`config.mk`:
```
export PLATFORM = sky130hd
export DESIGN_NAME = keypad_entry
export DESIGN_NICKNAME = d
export VERILOG_FILES = /design/src/rtl/keypad_entry.sv
export SDC_FILE = /design/constraint.sdc
export NUM_CORES = 1
export LEC_CHECK = 0
export CAP_MARGIN = 10
export CORE_MARGIN = 2
export CORE_UTILIZATION = 52
export CTS_BUF_LIST = sky130_fd_sc_hd__clkbuf_2
export CTS_CLUSTER_SIZE = 10
export DETAILED_ROUTE_END_ITERATION = 10
export PLACE_DENSITY_LB_ADDON = 0.05
export SLEW_MARGIN = 25
export SYNTH_ARGS = -nofsm -noshare
export SYNTH_HDL_FRONTEND = slang
export SYNTH_SLANG_ARGS = --single-unit
```
`constraint.sdc`:
```
create_clock -name i_clock -period 2.26 [get_ports i_clock]
set_input_delay 0.226 -clock i_clock [delete_from_list [all_inputs] [get_ports i_clock]]
set_output_delay 0.226 -clock i_clock [all_outputs]
set_load 0.05 [all_outputs]
```
`src/rtl/keypad_entry.sv`:
```
// Keypad entry controller: decodes matrix-scanner key codes into a 4-digit BCD entry
// with repeat suppression, backspace/clear/enter handling and an idle timeout.
module keypad_entry #(
   parameter int unsigned REPEAT_HOLD = 20000,
   parameter int unsigned TIMEOUT     = 5000000
) (
   input  logic        i_clock,
   input  logic        i_reset,
   input  logic [3:0]  i_key_code,
   input  logic        i_data_ready,
   output logic [15:0] o_value,
   output logic [2:0]  o_digit_count,
   output logic [15:0] o_entry_value,
   output logic        o_entry_valid,
   output logic        o_error
);

   localparam int unsigned HoldW    = (REPEAT_HOLD > 2) ? $clog2(REPEAT_HOLD) : 1;
   localparam logic [HoldW-1:0] HoldLoad = HoldW'(REPEAT_HOLD - 1);
   localparam logic [23:0]      TmoLast  = 24'(TIMEOUT - 1);

   typedef enum logic [1:0] {StIdle, StEntry, StFull} state_t;

   state_t            r_state, w_state_d;
   logic [15:0]       r_value, w_value_d;
   logic [2:0]        r_count, w_count_d;
   logic [15:0]       r_entry, w_entry_d;
   logic              r_valid, w_valid_d;
   logic              r_error, w_error_d;
   logic [HoldW-1:0]  r_hold, w_hold_d;
   logic [23:0]       r_tmo, w_tmo_d;
   logic [3:0]        r_last, w_last_d;

   logic              w_accept;
   logic              w_is_digit, w_is_enter, w_is_clear, w_is_back;
   logic [3:0]        w_digit;

   // Scanner code (row*4+col) to key role; A/B/C decode to nothing.
   always_comb begin
      w_is_digit = 1'b1;
      w_is_enter = 1'b0;
      w_is_clear = 1'b0;
      w_is_back  = 1'b0;
      w_digit    = 4'h0;
      case (i_key_code)
         4'd0:    w_digit = 4'd1;
         4'd1:    w_digit = 4'd2;
         4'd2:    w_digit = 4'd3;
         4'd4:    w_digit = 4'd4;
         4'd5:    w_digit = 4'd5;
         4'd6:    w_digit = 4'd6;
         4'd8:    w_digit = 4'd7;
         4'd9:    w_digit = 4'd8;
         4'd10:   w_digit = 4'd9;
         4'd13:   w_digit = 4'd0;
         4'd12:   begin w_is_digit = 1'b0; w_is_clear = 1'b1; end
         4'd14:   begin w_is_digit = 1'b0; w_is_enter = 1'b1; end
         4'd15:   begin w_is_digit = 1'b0; w_is_back  = 1'b1; end
         default: w_is_digit = 1'b0;
      endcase
   end

   assign w_accept = i_data_ready && !((i_key_code == r_last) && (r_hold != '0));

   always_comb begin
      w_state_d = r_state;
      w_value_d = r_value;
      w_count_d = r_count;
      w_entry_d = r_entry;
      w_valid_d = 1'b0;
      w_error_d = 1'b0;
      w_last_d  = r_last;
      w_tmo_d   = r_tmo;
      w_hold_d  = (r_hold != '0) ? r_hold - HoldW'(1) : '0;

      if (w_accept) begin
         // Every accepted key, including ignored A/B/C, restarts hold and timeout.
         w_last_d = i_key_code;
         w_hold_d = HoldLoad;
         w_tmo_d  = '0;
         if (w_is_digit) begin
            if (r_state == StFull) begin
               w_error_d = 1'b1;
            end else begin
               w_value_d = {r_value[11:0], w_digit};
               w_count_d = r_count + 3'd1;
               w_state_d = (r_count == 3'd3) ? StFull : StEntry;
            end
         end else if (w_is_enter) begin
            if (r_state == StIdle) begin
               w_error_d = 1'b1;
            end else begin
               w_entry_d = r_value;
               w_valid_d = 1'b1;
               w_value_d = '0;
               w_count_d = '0;
               w_state_d = StIdle;
            end
         end else if (w_is_clear) begin
            w_value_d = '0;
            w_count_d = '0;
            w_state_d = StIdle;
         end else if (w_is_back && (r_state != StIdle)) begin
            w_value_d = {4'h0, r_value[15:4]};
            w_count_d = r_count - 3'd1;
            w_state_d = (r_count == 3'd1) ? StIdle : StEntry;
         end
      end else if (r_count != '0) begin
         if (r_tmo == TmoLast) begin
            w_value_d = '0;
            w_count_d = '0;
            w_tmo_d   = '0;
            w_state_d = StIdle;
         end else begin
            w_tmo_d = r_tmo + 24'd1;
         end
      end
   end

   always_ff @(posedge i_clock) begin
      if (i_reset) begin
         r_state <= StIdle;
         r_value <= '0;
         r_count <= '0;
         r_entry <= '0;
         r_valid <= 1'b0;
         r_error <= 1'b0;
         r_hold  <= '0;
         r_tmo   <= '0;
         r_last  <= '0;
      end else begin
         r_state <= w_state_d;
         r_value <= w_value_d;
         r_count <= w_count_d;
         r_entry <= w_entry_d;
         r_valid <= w_valid_d;
         r_error <= w_error_d;
         r_hold  <= w_hold_d;
         r_tmo   <= w_tmo_d;
         r_last  <= w_last_d;
      end
   end

   assign o_value       = r_value;
   assign o_digit_count = r_count;
   assign o_entry_value = r_entry;
   assign o_entry_valid = r_valid;
   assign o_error       = r_error;

endmodule

```
==> flow_summary.rst <==
.. list-table::
   :header-rows: 1

   * - Metric
     - Value
   * - FF-to-FF setup slack
     - 0.09 ns
   * - Level count of the clock H-tree
     - 3
   * - Required time at the endpoint of the critical path
     - 2.74 ns
   * - CTS clk-pin slew, worst paths
     - 0.26 ns
   * - Detailed Route Iter0 Violations
     - 90
   * - Die H
     - 89.08 um
   * - Sequential cell area fraction in the yosys report
     - 43.62%
   * - Post-detail-place hpwl
     - 5.824 mm
   * - Post-route clock skew
     - 0.03026 ns
   * - Largest fanout of any net on the critical path
     - 12
   * - Wire length on met1
     - 3.913 mm
   * - Longest individual stage delay on the worst path
     - 0.57 ns
   * - Minimum clock period after layout
     - 2.172 ns
   * - Yosys cell types
     - 53
   * - Die footprint
     - 0.007934 sq mm
   * - Number of buffer and inverter stages on the critical path
     - 1
   * - Post-route antenna net violation count
     - 0
   * - RSZ-0062 raised after global routing
     - yes
   * - Commonest non-fill, non-tap cell in the layout
     - dfxtp_1
   * - Endpoint, Worst Hold
     - r_last[0]
   * - Detail Route met2 WL
     - 3.955 mm
   * - Placement-stage worst setup slack
     - 0.04825 ns
   * - Maximum operating frequency
     - 460.4 MHz
   * - Sum of overflow across all layers after global routing
     - 0
   * - Endpoint kind of the worst setup timing path
     - flip-flop
   * - Post-Syn Instances
     - 415
   * - List of cells traversed by the critical path
     - or4_4 > nor4_4 > o21ai_2 > a221oi_2 > buf_4 > a22o_1
   * - Sum of routed wire length over all layers
     - 8.163 mm
   * - Fin worst setup slack
     - 0.08782 ns
   * - CP Class
     - reg2reg
   * - Sink count of the clock tree
     - 82
   * - Bufs on Longest Clock Path
     - 2
   * - Final period utilization
     - 96.11%
   * - Reported leakage power
     - 1.760 nW
   * - Largest net degree at the start of global routing
     - 24
   * - Detailed-route DRC error count
     - 0
   * - Area of all placed cells without fillers
     - 0.004566 sq mm
   * - Status
     - finished, final reports clean
   * - Worst vdd rail ir drop
     - 0.3369 mV
   * - Met3 routed wirelength
     - 212 um
   * - Routed wire length per instance
     - 14.17 um
   * - Number of enable flip-flop cells after synthesis
     - 0
   * - Final layout net count
     - 486
   * - Highest metal layer with signal wires
     - met4
   * - Async set-reset flop share out of synthesis
     - 0%
   * - Final Wtd Congestion
     - 0.8337
   * - Largest delay share family, worst path
     - simple AND/OR/NAND/NOR gates
   * - Final Hold Fails
     - 0
   * - Hold Path Origin
     - i_key_code[0]
   * - PD cells
     - 600.4 mW/mm^2
   * - CTS tree
     - built
   * - Hold-critical path depth
     - 3
   * - Dominant register cell in the synthesized netlist
     - dfxtp_1
   * - Net count of the mapped netlist
     - 429
   * - Effective utilization at floorplan
     - 52.73%
   * - FF-to-FF End
     - o_value[1]
   * - Number of synthesized register bits
     - 82
   * - Arrival time reported for the critical path endpoint
     - 2.65 ns
   * - Crit Reg-Reg Startpoint
     - r_hold[9]
   * - Critical Path Start Type
     - flip-flop
   * - Area post-placement
     - 0.004439 sq mm
   * - Final standard cell count with taps included and fillers excluded
     - 576
   * - Die Span X
     - 89.08 um
   * - Count of cells resized by post-cts repair
     - 0
   * - Synthesized cell area
     - 0.003764 sq mm
   * - Total of max-cap violations
     - 0
   * - Critical-path cell with the highest stage delay
     - or4_4
   * - Ratio of routed vias to standard cells
     - 5.361
   * - First-pass GRT wire length
     - 13.41 mm
   * - Class of the worst hold path
     - in2reg
   * - First-pass detailed-route iteration total
     - 4
   * - Placed cells
     - 560
   * - Final core utilization
     - 63.97%
   * - Mean instance size in the synthesized netlist
     - 9.069 sq um
   * - Rel. slew slack
     - 65.49%
   * - Number of buffers created by CTS
     - 9
   * - Area growth, synth to finish
     - 21.31%
   * - Transition time at the pin with the least slew margin
     - 0.5161 ns
   * - Fill cell count
     - 647
   * - Post-CTS setup buffers
     - 0
   * - Overall Global Routing Usage
     - 21.64%
   * - Clock tree root buffer cell
     - clkbuf_2
   * - Fraction of layout cells with a size suffix above 1
     - 12.37%
   * - Clock latency on the worst-skew pair
     - 0.54 ns
   * - Final setup violation count
     - 0
   * - Cell count of the worst reg-to-reg path
     - 6
   * - Number of vias in the routed layout
     - 3088
   * - Final Slew Violations
     - 0
   * - Number of hold-repair buffers added at the cts stage
     - 0
   * - Area of the placeable core
     - 0.007137 sq mm
   * - Number of global-route vias before repair
     - 2913
   * - Antenna diode count
     - 0
   * - Number of synthesis warnings
     - 0
   * - PortBufs
     - 43
   * - Antenna violations before repair
     - 0
   * - Number of placed I/O pins
     - 44
   * - Top library cells by usage in the layout, fill and taps aside
     - 77 x dfxtp_1, 60 x nor2_1, 43 x clkdlybuf4s50_1, 29 x nand2_1, 25 x xnor2_1
   * - Count of standard-cell rows
     - 31
## through the flow
| step | power (mW) | hold slack [ns] | TNS [ns] |
|---|---|---|---|
| floorplan | 1.875 | 0.4495 | 0 |
| global placement | 1.998 | 0.4746 | 0 |
| global route | 2.875 | 0.3688 | -0.1919 |
| finish | 2.741 | 0.3547 | 0 |
| CTS | 2.762 | 0.3420 | 0 |
| detailed placement | 2.007 | 0.4824 | 0 |
## kinds of logic (layout without fill, tap and decap cells)
group / Yosys count / after routing / synth area share, %
AND/OR/NAND/NOR: 170 / 170 / 23.30
buffers and inverters: 32 / 94 / 3.757
XOR/XNOR: 39 / 39 / 9.076
multiplexers: 22 / 22 / 5.884
AO/OA/AOI/OAI: 63 / 63 / 12.03
adder cells (fa/ha/maj): 7 / 7 / 2.327
flip-flops: 82 / 82 / 43.62
## synthesized netlist by cell type (3+ instances only)
cell       instances  area (sq um)
nand2b_1           3         18.77
dfxtp_1           82          1642
inv_1             10         37.54
nand2_1           29         108.9
nand4_1           11         68.82
nand3_1            9         45.04
a22o_1             9         78.83
clkbuf_1          13         48.80
nor3_1            12         60.06
nor4_1             7         43.79
ha_1               7         87.58
o21ai_0           15         75.07
and2_1             6         37.54
or3_1              4         25.02
a32o_1             5         50.05
xor2_1            14         122.6
and3_1             8         50.05
mux2i_1           21         210.2
nor2_1            60         225.2
buf_2              5         25.02
a21oi_1           14         70.07
o2bb2ai_1          5         43.79
xnor2_1           25         219.0
## worst register-to-register path: cells and delay by family (launching register included)
family,cells,cell delay (ns)
AOI/OAI and AO/OA,3,0.56
and+or+nand+nor,2,0.96
DFF,1,0.38
buffers and inverters,1,0.23
## layer usage
layer  up-vias  GRT usage (%)
met2        47          35.21
met4         0          7.870
met1      1466          29.14
met3        11          3.509
li1       1564              -
met5         -              0
## worst max path at each step
stage,from,to,slack (ns),cells past startpoint
3_3_place_gp,i_key_code[0],o_entry_value[10],0.14,9
3_5_place_dp,i_key_code[0],o_entry_value[7],0.05,9
2_1_floorplan,o_digit_count[0],o_digit_count[1],0.03,7
6_report,r_hold[9],o_value[1],0.09,6
4_1_cts,r_hold[7],o_value[3],0.05,6
5_1_grt,r_hold[9],o_value[1],-0.04,6
## power breakdown
| group | total, mW | switching [mW] | internal (mW) |
|---|---|---|---|
| clock | 0.755 | 0.575 | 0.180 |
| combinational | 0.431 | 0.241 | 0.190 |
| sequential | 1.56 | 0.0508 | 1.50 |
## area by class of cell
class | instances | area, sq um | share of cell area (%)
clock buffers | 9 | 45.04 | 0.9866
clock inverters | 7 | 70.07 | 1.535
multi-input cells | 301 | 1986 | 43.49
well taps | 99 | 123.9 | 2.713
inverters | 10 | 37.54 | 0.8221
flip-flops and latches | 82 | 1648 | 36.09
repair buffers | 68 | 655.6 | 14.36
## sequential cells by signal, summed over array words and instances, names as in the netlist
name / cells
o_digit_count: 3
o_value: 16
r_hold: 15
o_entry_value: 16
r_tmo: 24
r_last: 4
r_state: 2
o_error: 1
o_entry_valid: 1
(Power assumes the default switching activity.)
